**config.mk**
```make
export PLATFORM = sky130hd
export DESIGN_NAME = instr_fetch_unit
export DESIGN_NICKNAME = d
export VERILOG_FILES = /design/src/rtl/instr_fetch_unit.sv
export SDC_FILE = /design/constraint.sdc
export NUM_CORES = 1
export LEC_CHECK = 0
export ABC_AREA = 1
export ABC_CLOCK_PERIOD_IN_PS = 2600
export CAP_MARGIN = 25
export CORE_ASPECT_RATIO = 1.75
export CORE_MARGIN = 2
export CORE_UTILIZATION = 50
export CTS_CLUSTER_SIZE = 30
export DETAILED_ROUTE_END_ITERATION = 10
export GPL_TIMING_DRIVEN = 1
export PLACE_DENSITY = 0.74
export SLEW_MARGIN = 20
export SYNTH_ARGS = -nofsm -noshare
export SYNTH_HDL_FRONTEND = slang
export SYNTH_SLANG_ARGS = --single-unit
```
**constraint.sdc**
```tcl
create_clock -name clk -period 2.6 [get_ports clk]
set_input_delay 0.39 -clock clk [delete_from_list [all_inputs] [get_ports clk]]
set_output_delay 0.39 -clock clk [all_outputs]
set_load 0.03 [all_outputs]
```
**src/rtl/instr_fetch_unit.sv**
```systemverilog
// Instruction fetch front end for the RNBIP-2 pipeline.
// Reads two-byte instructions (opcode, then operand) from byte-wide synchronous
// program memory and assembles them into 16-bit segments. Each segment is held
// with its next-PC in a small queue, and the queue head is presented downstream.
// A PC load from the control path flushes all wrong-path state.
module instr_fetch_unit #(
  parameter int DEPTH = 2
) (
  input  logic        clk,
  input  logic        rst,
  output logic [7:0]  pm_addr,
  output logic        pm_rd,
  input  logic [7:0]  pm_data,
  input  logic        L_PC,
  input  logic [7:0]  pc_target,
  input  logic        stall,
  output logic        seg_valid,
  output logic [15:0] segment,
  output logic [7:0]  PC_in
);

  typedef enum logic {OPC, OPR} fetch_state_t;

  fetch_state_t state;
  logic [7:0]   pc;
  logic [7:0]   addr_hold;
  logic [1:0]   occ;
  logic [1:0]   infl;
  logic         head;

  logic [15:0]  q_seg [DEPTH];
  logic [7:0]   q_npc [DEPTH];

  logic         rd_vld_p1;
  logic         rd_opr_p1;
  logic [7:0]   rd_addr_p1;
  logic [7:0]   opcode_p1;

  logic         credit_ok;
  logic         rd_issue;
  logic         opc_issue;
  logic         push;
  logic         pop;
  logic         wr_idx;

  // The opcode read is gated only by registered state: start-of-cycle occupancy
  // plus instructions in flight. Stall and L_PC never reach pm_rd or pm_addr
  // combinationally, so a read issued in the redirect cycle is squashed instead.
  assign credit_ok = ({1'b0, occ} + {1'b0, infl}) < 3'd2;
  assign rd_issue  = !rst && ((state == OPR) || credit_ok);
  assign opc_issue = rd_issue && (state == OPC);
  assign pm_rd     = rd_issue;
  assign pm_addr   = rd_issue ? pc : addr_hold;

  // Operand data completes an instruction. Anything returning while a redirect
  // is in progress belongs to the wrong path and is dropped.
  assign push   = rd_vld_p1 && rd_opr_p1 && !L_PC;
  assign pop    = (occ != 2'd0) && !stall && !L_PC;
  // A push never meets a full queue, so the free slot is head + occ[0].
  assign wr_idx = head ^ occ[0];

  assign seg_valid = (occ != 2'd0);
  assign segment   = seg_valid ? q_seg[head] : 16'h0000;
  assign PC_in     = seg_valid ? q_npc[head] : 8'h00;

  // Control state: fetch FSM, PC, queue bookkeeping and read tracking
  always_ff @(posedge clk) begin
    if (rst) begin
      state     <= OPC;
      pc        <= 8'h00;
      addr_hold <= 8'h00;
      occ       <= 2'd0;
      infl      <= 2'd0;
      head      <= 1'b0;
      rd_vld_p1 <= 1'b0;
    end else if (L_PC) begin
      state     <= OPC;
      pc        <= pc_target;
      addr_hold <= pm_addr;
      occ       <= 2'd0;
      infl      <= 2'd0;
      head      <= 1'b0;
      rd_vld_p1 <= 1'b0;
    end else begin
      if (rd_issue) begin
        pc        <= pc + 8'd1;
        state     <= (state == OPC) ? OPR : OPC;
        addr_hold <= pc;
      end
      occ       <= occ + {1'b0, push} - {1'b0, pop};
      infl      <= infl + {1'b0, opc_issue} - {1'b0, push};
      if (pop) begin
        head <= ~head;
      end
      rd_vld_p1 <= rd_issue;
    end
  end

  // ---- stage p0 -> p1: remember what was read; data returns next cycle ----
  // Datapath registers: opcode holding, read attributes and queue storage
  always_ff @(posedge clk) begin
    rd_opr_p1  <= (state == OPR);
    rd_addr_p1 <= pc;
    // ---- stage p1: capture returning byte, assemble and enqueue ----
    if (rd_vld_p1 && !rd_opr_p1) begin
      opcode_p1 <= pm_data;
    end
    if (push) begin
      q_seg[wr_idx] <= {opcode_p1, pm_data};
      q_npc[wr_idx] <= rd_addr_p1 + 8'd1;
    end
  end

endmodule

```
======== Word level (Yosys, flattened, before mapping) ========
Memory sizes are Yosys's and may differ from the RTL's. A register that Yosys moved wholly into a read port is not among the register bits.
Cells that the tools add are included.
W data, S select, Z words.
operators by class
  $add $sub $neg .......................... 7
  $lt $le $gt $ge ......................... 1
  multiplexer cells ....................... 12
  bitwise gates (word level) .............. 3
  reduce and logical (&&, ||, !) cells .... 15
operator list
  kind                   count
  $mux W8                4
  $add A8 B1 Y8 const B  2
  $mux W16               1
  $logic_and A1 B1 Y1    7
  $mux W1                7
  $add A2 B1 Y2          2
  $logic_not A1 Y1       4
  $reduce_bool A2 Y1     2
  $sub A2 B1 Y2          2
  $add A2 B2 Y3          1
  $lt A3 B2 Y1 const B   1
  $not A1 Y1             2
  $reduce_or A2 Y1       1
  $logic_or A1 B1 Y1     1
  $xor A1 B1 Y1          1
storage, ports and cells
  register bits ........................... 40
  bits in writable memories ............... 48
  input port bits ......................... 20
  output and inout bits ................... 34
  word-level logic and storage cells ...... 50
  memories kept ........................... 2
memory list
  name   depth  width  read ports  clocked after Yosys merged registers in  write ports  RTL line  text
  q_seg  2      16     1           1                                        1            31        logic [15:0] q_seg [DEPTH];
  q_npc  2      8      1           1                                        1            32        logic [7:0] q_npc [DEPTH];

======== Logic depth before layout (Yosys ltp) ========
Gate-level depths: netlist (run 1).
  depth after elaboration ................. 7
  mapped depth ............................ 13
  gate-level depth less buffers ........... 13

======== Least setup slack after synthesis (run 1) ========
OpenSTA, ideal clock, no wires.
  path type ............................... reg-to-reg
  from .................................... reg occ[1]
  to ...................................... reg infl[1]
  setup time .............................. 0.070 ns
  data arrival time ....................... 2.317 ns
  required time ........................... 2.530 ns
  slack ................................... 0.213 ns
  stages on the path, launching flop included .. 14
  buffers on the path ..................... 0
  period minus slack after synthesis ...... 2.387 ns
  cell sequence ........................... dfxtp_1 > inv_1 > fa_1 > nand2_1 > nand2_2 > nand2_8 > inv_4 > nand2_1 > ha_1 > inv_1 > ha_1 > xnor2_1 > or2_2 > a21oi_1
on the way
  word-level cells in the longest chain between the ends .. 7
RTL lines
  what                    RTL line  text
  from (decl)             27        logic [1:0] occ;
  from (signal assigned)  90        occ <= occ + {1'b0, push} - {1'b0, pop};
  $add A2 B2 Y3           49        assign credit_ok = ({1'b0, occ} + {1'b0, infl}) < 3'd2;
  $lt A3 B2 Y1            49
  $logic_or A1 B1 Y1      50        assign rd_issue = !rst && ((state == OPR) || credit_ok);
  $logic_and A1 B1 Y1     50
  named net pm_rd         12        output logic pm_rd,
  $logic_and A1 B1 Y1     51        assign opc_issue = rd_issue && (state == OPC);
  $add A2 B1 Y2           91        infl <= infl + {1'b0, opc_issue} - {1'b0, push};
  $sub A2 B1 Y2           91
  to (signal assigned)    91
  to (decl)               28        logic [1:0] infl;
The timed path passes the listed nets, and every way through them passes these cells.
A chain may end at the register's enable or synchronous reset.

======== Worst setup path in the final report (run 1) ========
  from .................................... reg occ[1]
  to ...................................... out pm_addr[5]
on the way
  word-level cells in the longest chain between the ends .. 5
RTL lines
  what                 RTL line  text
  $add A2 B2 Y3        49
  $lt A3 B2 Y1         49
  $logic_or A1 B1 Y1   50
  $logic_and A1 B1 Y1  50
  $mux W8              -
  to (decl)            11        output logic [7:0] pm_addr,
Every way passes these cells.

==> results of run 1 <==
[cell families (layout without fill, tap and decap cells)]
logic type	Yosys count	after routing	share of synthesized area, %
buffers and inverters	49	118	5.78
flip-flops	89	89	63.7
AO/OA/AOI/OAI	50	50	7.96
adder cells (fa/ha/maj)	7	7	2.59
AND/OR/NAND/NOR	142	142	17.6
XOR/XNOR	10	10	2.38
[per-stage QoR]
step / area [µm²] / hold slack, ns / TNS, ns / power, µW
6_report: 4560 / 0.348 / 0 / 2910
5_1_grt: 4560 / 0.355 / 0 / 3020
4_1_cts: 4560 / 0.350 / -0.0161 / 2940
3_5_place_dp: 4320 / 0.337 / 0 / 1820
3_3_place_gp: 4320 / 0.336 / 0 / 1810
2_1_floorplan: 3680 / 0.331 / 0 / 1730
[state kept, by name, summed over array words and instances (netlist names), named ones only]
signal,flops
rd_vld_p1,1
addr_hold,8
rd_addr_p1,8
q_npc,16
opcode_p1,8
occ,2
pc,8
rd_opr_p1,1
head,1
q_seg,32
state,1
infl,2
[area by class of cell]
cell class | instances | area share, %
Clock buffer | 12 | 5.41
Clock inverter | 4 | 0.412
Tap cell | 86 | 2.36
Sequential cell | 89 | 51.4
Multi-Input combinational cell | 209 | 24.8
Inverter | 38 | 3.29
Timing Repair Buffer | 64 | 12.3
[power by group through the flow]
stage          logic [µW]  registers [µW]  clock network, µW
2_1_floorplan         136            1590                  0
5_1_grt               231            1570               1220
3_3_place_gp          214            1600                  0
6_report              209            1570               1130
3_5_place_dp          218            1600                  0
4_1_cts               212            1570               1160
[synth_stat cells]
cell | instances | area (µm²)
xnor2_1 | 7 | 61.3
a21oi_1 | 35 | 175
o21ai_0 | 2 | 10.0
inv_2 | 2 | 7.51
o21ai_1 | 2 | 10.0
ha_1 | 6 | 75.1
o21ai_2 | 7 | 61.3
nor2_8 | 1 | 20.0
inv_1 | 33 | 124
clkinv_1 | 1 | 3.75
edfxtp_1 | 56 | 1680
nand2_8 | 1 | 20.0
nand2_2 | 2 | 12.5
or2_1 | 8 | 50.1
dfxtp_1 | 33 | 661
fa_1 | 1 | 20.0
a21oi_2 | 1 | 8.76
nand3_1 | 15 | 75.1
or2_2 | 3 | 18.8
nor2_2 | 1 | 6.26
buf_6 | 2 | 22.5
clkbuf_1 | 2 | 7.51
xor2_1 | 3 | 26.3
nand3_2 | 2 | 20.0
buf_2 | 7 | 35.0
nand2_1 | 86 | 323
o21bai_1 | 2 | 15.0
a211oi_2 | 1 | 12.5
nor2_4 | 1 | 11.3
nand2_4 | 1 | 11.3
nor2_1 | 21 | 78.8
inv_4 | 2 | 12.5
[worst max-delay path: stages (launching register included)]
cell and delay [ns]:
dfxtp_2 0.34, inv_1 0.06, fa_1 0.55, nand2_1 0.07, nand2_2 0.10, nand2_8 0.06
buf_4 0.19, o21ai_2 0.15, inv_1 0.05, buf_2 0.17
[worst paths after layout]
path / cells after the start / endpoint / from / slack (ns)
setup / recovery: 9 / pm_addr[5] / occ[1]$_SDFF_PP0_ / 0.14
hold / removal: 0 / rd_opr_p1$_DFF_P_ / state$_SDFFE_PP0P_ / 0.35
setup reg to reg: 13 / infl[1]$_SDFF_PP0_ / occ[1]$_SDFF_PP0_ / 0.18
hold reg to reg: 0 / rd_opr_p1$_DFF_P_ / state$_SDFFE_PP0P_ / 0.35
[layer usage]
layer / vias up / track usage (%)
li1: 1263 / -
met1: 1227 / 19.5
met2: 65 / 31.9
met3: 10 / 4.99
met4: 0 / 8.21
met5: - / 0
[repair_timing]
item                       CTS  global route
cloned                       0             0
pin swaps                    0             0
hold buffers                 0             0
setup endpoints to repair    6            16
gates resized for setup     28             6
==> run metrics, run 1 <==
synthesized instance count=347; switching part of the total power=a little over a fifth; most common library cell in the layout ignoring fill and taps=nand2_1; Static Leak=0.00181 µW; Worst slew margin=between 50% and 60%; final design utilization=between 60 and 70%; CTS tree=yes; number of unique standard cell types used by synthesis=32; clk root buf=clkbuf_16; Post-Synthesis Net Count=approximately 370; sequential cell area in the final layout=2340 µm²; crit path DAT=about 2.1 ns; number of rows created at floorplan=between 40 and 50; Highest Signal Layer=met4; maximum achievable frequency=slightly above 400 MHz; violation count after the first detailed-routing iteration=163; max capacitance violation total=0; vias per inst=slightly above 5; transition time of the tightest slew-check pin=0.665 ns; share of total power in sequential cells=~54%; Power per Cell Area=around 640 nW/µm²; Final ANT Viol Nets=0; die outline height=between 100 and 150 µm; Startpoint Class=register; crit-path max FO=12; routed wl met2=between 3 and 4 mm; setup repair after global routing missed its margin=no; CTS Buf Count=9; Worst-path clk slew=around 0.060 ns; most frequent cells in the layout=nand2_1, edfxtp_1, clkdlybuf4s50_1, a21oi_1, inv_1; via count of the first global-routing pass=about 2500; Worst IR Drop VDD=0.000387 V; largest buffer count on any clock path=2; routed wire length=6.66 mm; kind of path behind the tightest hold check=register to register; Tcrit/Tclk final=a little over nine tenths; Critical Path RT=~2.2 ns; footprint of the multi-input gates=1130 µm²; clock power share=38.9%; vias=2565; kind of end point of the critical path=primary output; final hold vios=0; global-route wire length before repair=10.8 mm; latest clock arrival within the worst-skew pair=approximately 0.33 ns; internal power consumption=2290 µW; CTS HTree Levels=3; TritonRoute pass-1 iters=4; Logic pwr share=7.2%; critical setup path kind=register to primary output; number of fill cells in the layout=~600; weighted congestion reported at the end of routability-driven placement=between 0.7 and 0.8; Post-CTS Setup Inserts=0; number of buffers added on ports=53; clock period minus final worst setup slack=between 2 and 2.5 ns; share of post-route cells with drive strength above 1=16.1%; synthesis-stage register bit count=between 80 and 90; Placement Setup Slack=0.0196 ns; layout-stage area growth over the synthesis result=24.0%; worst-case clock skew=0.00600 ns; Setup Viol. Count Final=0; initial standard-cell utilization of the core=about half; sequential fraction of the synthesis area=63.7%; run status=completed; routed length on met3=roughly 250 µm; number of diodes added for antenna fixing=0; horizontal die dimension=68.8 µm; final-stage net count=approximately 440; initial antenna violation count=0; Mapped Area=between 3000 and 4000 µm²; overall fraction of global-route tracks in use=18.3%; synthesis warning total=0; count of unresolved DRC violations after routing=0; worst setup slack after layout=roughly 0.14 ns; non-filler instance count after layout=502; Clock Sinks=89; total gr overflow=0; standard cell core area=7180 µm²; placed insts=between 400 and 500; detailed placement HPWL=4.64 mm; Syn Area/Cell=approximately 11 µm²; pin count of the biggest net entering global routing=25; wire per inst=about 13 µm; routed length on met1=between 2 and 2.5 mm; number of placed I/O pins=54; final-report max-slew violation count=0; switching power=roughly 620 µW; DIE AREA=~8000 µm²
Power figures use the tool's default switching activity.
==> inputs of run 2 (changes only) <==
Settings changed: ABC_CLOCK_PERIOD_IN_PS 2600 to 2800.
Clock period 2.6 ns to 2.8 ns, I/O delays scaled along.
==> run 2 against run 1 <==
Against the previous run:
- combinational power fell by 8%
- routed wire length rose by 0.57%
- cell count fell by 0.60%
- total power fell by 5.6%
- sequential power fell by 7%
- non-clock buffer count fell by 3
- via count fell by 2.3%
- die area did not move
- sequential share of layout area did not move
- critical endpoint is now pm_addr[7]
- largest cell class unchanged
- largest power group unchanged
==> run metrics, run 2 (same netlist as run 1, synthesis figures left out) <==
Worst-path clk slew=0.06 ns (about the same); sum of buffers and inverters on the critical path=4 (unchanged); worst-case clock skew=0.00566 ns (-0.000343 ns); kind of path behind the tightest hold check=register to register; setup TNS=0 ns (unchanged); Clock Sinks=89 (unchanged); total gr overflow=0 (unchanged); Setup Viol. Count Final=0 (unchanged); initial antenna violation count=0 (unchanged); number of placed I/O pins=54 (unchanged); largest buffer count on any clock path=2 (unchanged); detailed placement HPWL=4.50 mm (-2.9%); number of buffers added on ports=53 (unchanged); global-route wire length before repair=11.1 mm (+2.7%); Startpoint Class=register; maximum achievable frequency=about 390 MHz; CTS Buf Count=9 (unchanged); kind of end point of the critical path=primary output; Static Leak=0.00180 µW (-0.70%); number of diodes added for antenna fixing=0 (unchanged); latest clock arrival within the worst-skew pair=0.33 ns (about the same); Worst slew margin=50.6% (-4.9 points); worst hold margin=0.359 ns (+0.0112 ns); most frequent cell on the critical path=inv_1; worst setup slack after layout=0.248 ns (+0.108 ns); TritonRoute pass-1 iters=5 (+1); Placement Setup Slack=0.187 ns (+0.168 ns); register with the most flip-flops=q_seg; number of rows created at floorplan=41 (unchanged); via count of the first global-routing pass=2475 (+0.57%); Critical Path RT=2.38 ns (+0.17 ns); final-stage net count=435 (-0.68%); clock period minus final worst setup slack=between 2 and 3 ns; overall fraction of global-route tracks in use=18.6% (+0.30 points); die outline height=117 µm (unchanged); crit path DAT=2.13 ns (+0.06 ns); max capacitance violation total=0 (unchanged); critical path's largest stage delay=0.54 ns (about the same); share of post-route cells with drive strength above 1=14.0% (-2.1 points); horizontal die dimension=68.8 µm (unchanged); most frequent cells in the layout=nand2_1, edfxtp_1, clkdlybuf4s50_1, a21oi_1, inv_1; leading registers by flop count=q_seg x32, q_npc x16; vias=2505 (-2.3%); Worst IR Drop VDD=0.000406 V (+4.7%); pin count of the biggest net entering global routing=25 (unchanged); routed wire length=6.70 mm (+0.57%); max reg flops=32 (unchanged); setup repair after global routing missed its margin=no; crit-path max FO=11 (-1); most common library cell in the layout ignoring fill and taps=nand2_1; Tcrit/Tclk final=between 90 and 100%; vias per inst=5.02 (-1.8%); DIE AREA=8080 µm² (unchanged); Final ANT Viol Nets=0 (unchanged); critical setup path kind=register to primary output; run status=completed; CTS HTree Levels=3 (unchanged); initial standard-cell utilization of the core=51.2% (unchanged); violation count after the first detailed-routing iteration=161 (-1.2%); CTS tree=yes; final-report max-slew violation count=0 (unchanged); final hold vios=0 (unchanged); cells traversed along the worst timing path=inv_1 -> fa_1 -> nand2_1 -> nand2_2 -> nand2_8 -> buf_4 -> o21ai_2 -> inv_1 -> clkbuf_2; weighted congestion reported at the end of routability-driven placement=0.773 (-0.81%); number of fill cells in the layout=597 (+0.34%); wire per inst=13.4 µm (+1.2%); count of unresolved DRC violations after routing=0 (unchanged); Power per Cell Area=603 nW/µm² (-5.6%); clk root buf=clkbuf_16; standard cell core area=7180 µm² (unchanged); layout-stage area growth over the synthesis result=24.0% (unchanged); transition time of the tightest slew-check pin=0.739 ns (+0.0734 ns); delay-heaviest family, CP=adder cells; master of the slowest instance on the critical path=fa_1
-- run 2: cell count changes in the layout (fill, tap and decap cells not counted) --
cell	delta
buf_2	-6
buf_4	-9
clkbuf_2	+6
clkbuf_8	+1
clkdlybuf4s50_1	+5
clkinv_1	-1
dlymetal6s2s_1	+1
inv_2	+1
inv_4	-1
nor2_1	+1
nor2_2	-1
-- run 2: area by class of cell --
| class | count | area, µm² | area share (%) |
|---|---|---|---|
| Clock buffer | 13 | 260 | 5.71 |
| Clock inverter | 3 | 15.0 | 0.329 |
| Inverter | 38 | 148 | 3.24 |
| Multi-Input combinational cell | 209 | 1130 | 24.7 |
| Sequential cell | 89 | 2340 | 51.4 |
| Tap cell | 86 | 108 | 2.36 |
| Timing Repair Buffer | 61 | 558 | 12.2 |
-- run 2: power by group --
group | internal (µW) | total [µW] | switching, µW
clock network | 645 | 1100 | 456
logic | 80.7 | 192 | 111
registers | 1430 | 1460 | 28.4
total | 2160 | 2750 | 595
-- run 2: what timing repair did --
action,in CTS,in global routing
resized for setup,6,14
hold buffers,0,0
endpoints found under the setup margin,6,7
buffers inserted,0,0
-- run 2: final timing paths --
path	slack, ns	end	start	cells after the start
setup reg to reg	0.30	infl[1]$_SDFF_PP0_	occ[1]$_SDFF_PP0_	13
hold / removal	0.36	rd_opr_p1$_DFF_P_	state$_SDFFE_PP0P_	0
hold reg to reg	0.36	rd_opr_p1$_DFF_P_	state$_SDFFE_PP0P_	0
setup / recovery	0.25	pm_addr[7]	occ[1]$_SDFF_PP0_	9
-- run 2: layer usage --
layer,GRT usage [%],vias up,share of wire (%)
li1,-,1253,-
met1,20.5,1186,38
met2,32.8,60,57
met3,3.16,6,3.5
met4,8.82,0,1.3
met5,0,-,0
-- run 2: worst register-to-register path: cells and delay by family (launching register included) --
family	cells	cell delay, ns
flip-flops	1	0.36
AND/OR/NAND/NOR	5	0.61
adder cells (fa/ha/maj)	3	1.00
AO/OA/AOI/OAI	1	0.12
buffers and inverters	3	0.21
XOR/XNOR	1	0.14
-- run 2: per-stage QoR --
stage | cells | instance area [µm²] | utilization, % | power, µW
after floorplan | 347 | 3680 | - | 1600
after global placement | 483 | 4310 | 60.0 | 1680
after detailed placement | 483 | 4310 | 60.0 | 1690
after CTS | 499 | 4580 | 63.7 | 2780
after global routing | 499 | 4560 | 63.5 | 2840
final | 499 | 4560 | 63.5 | 2750
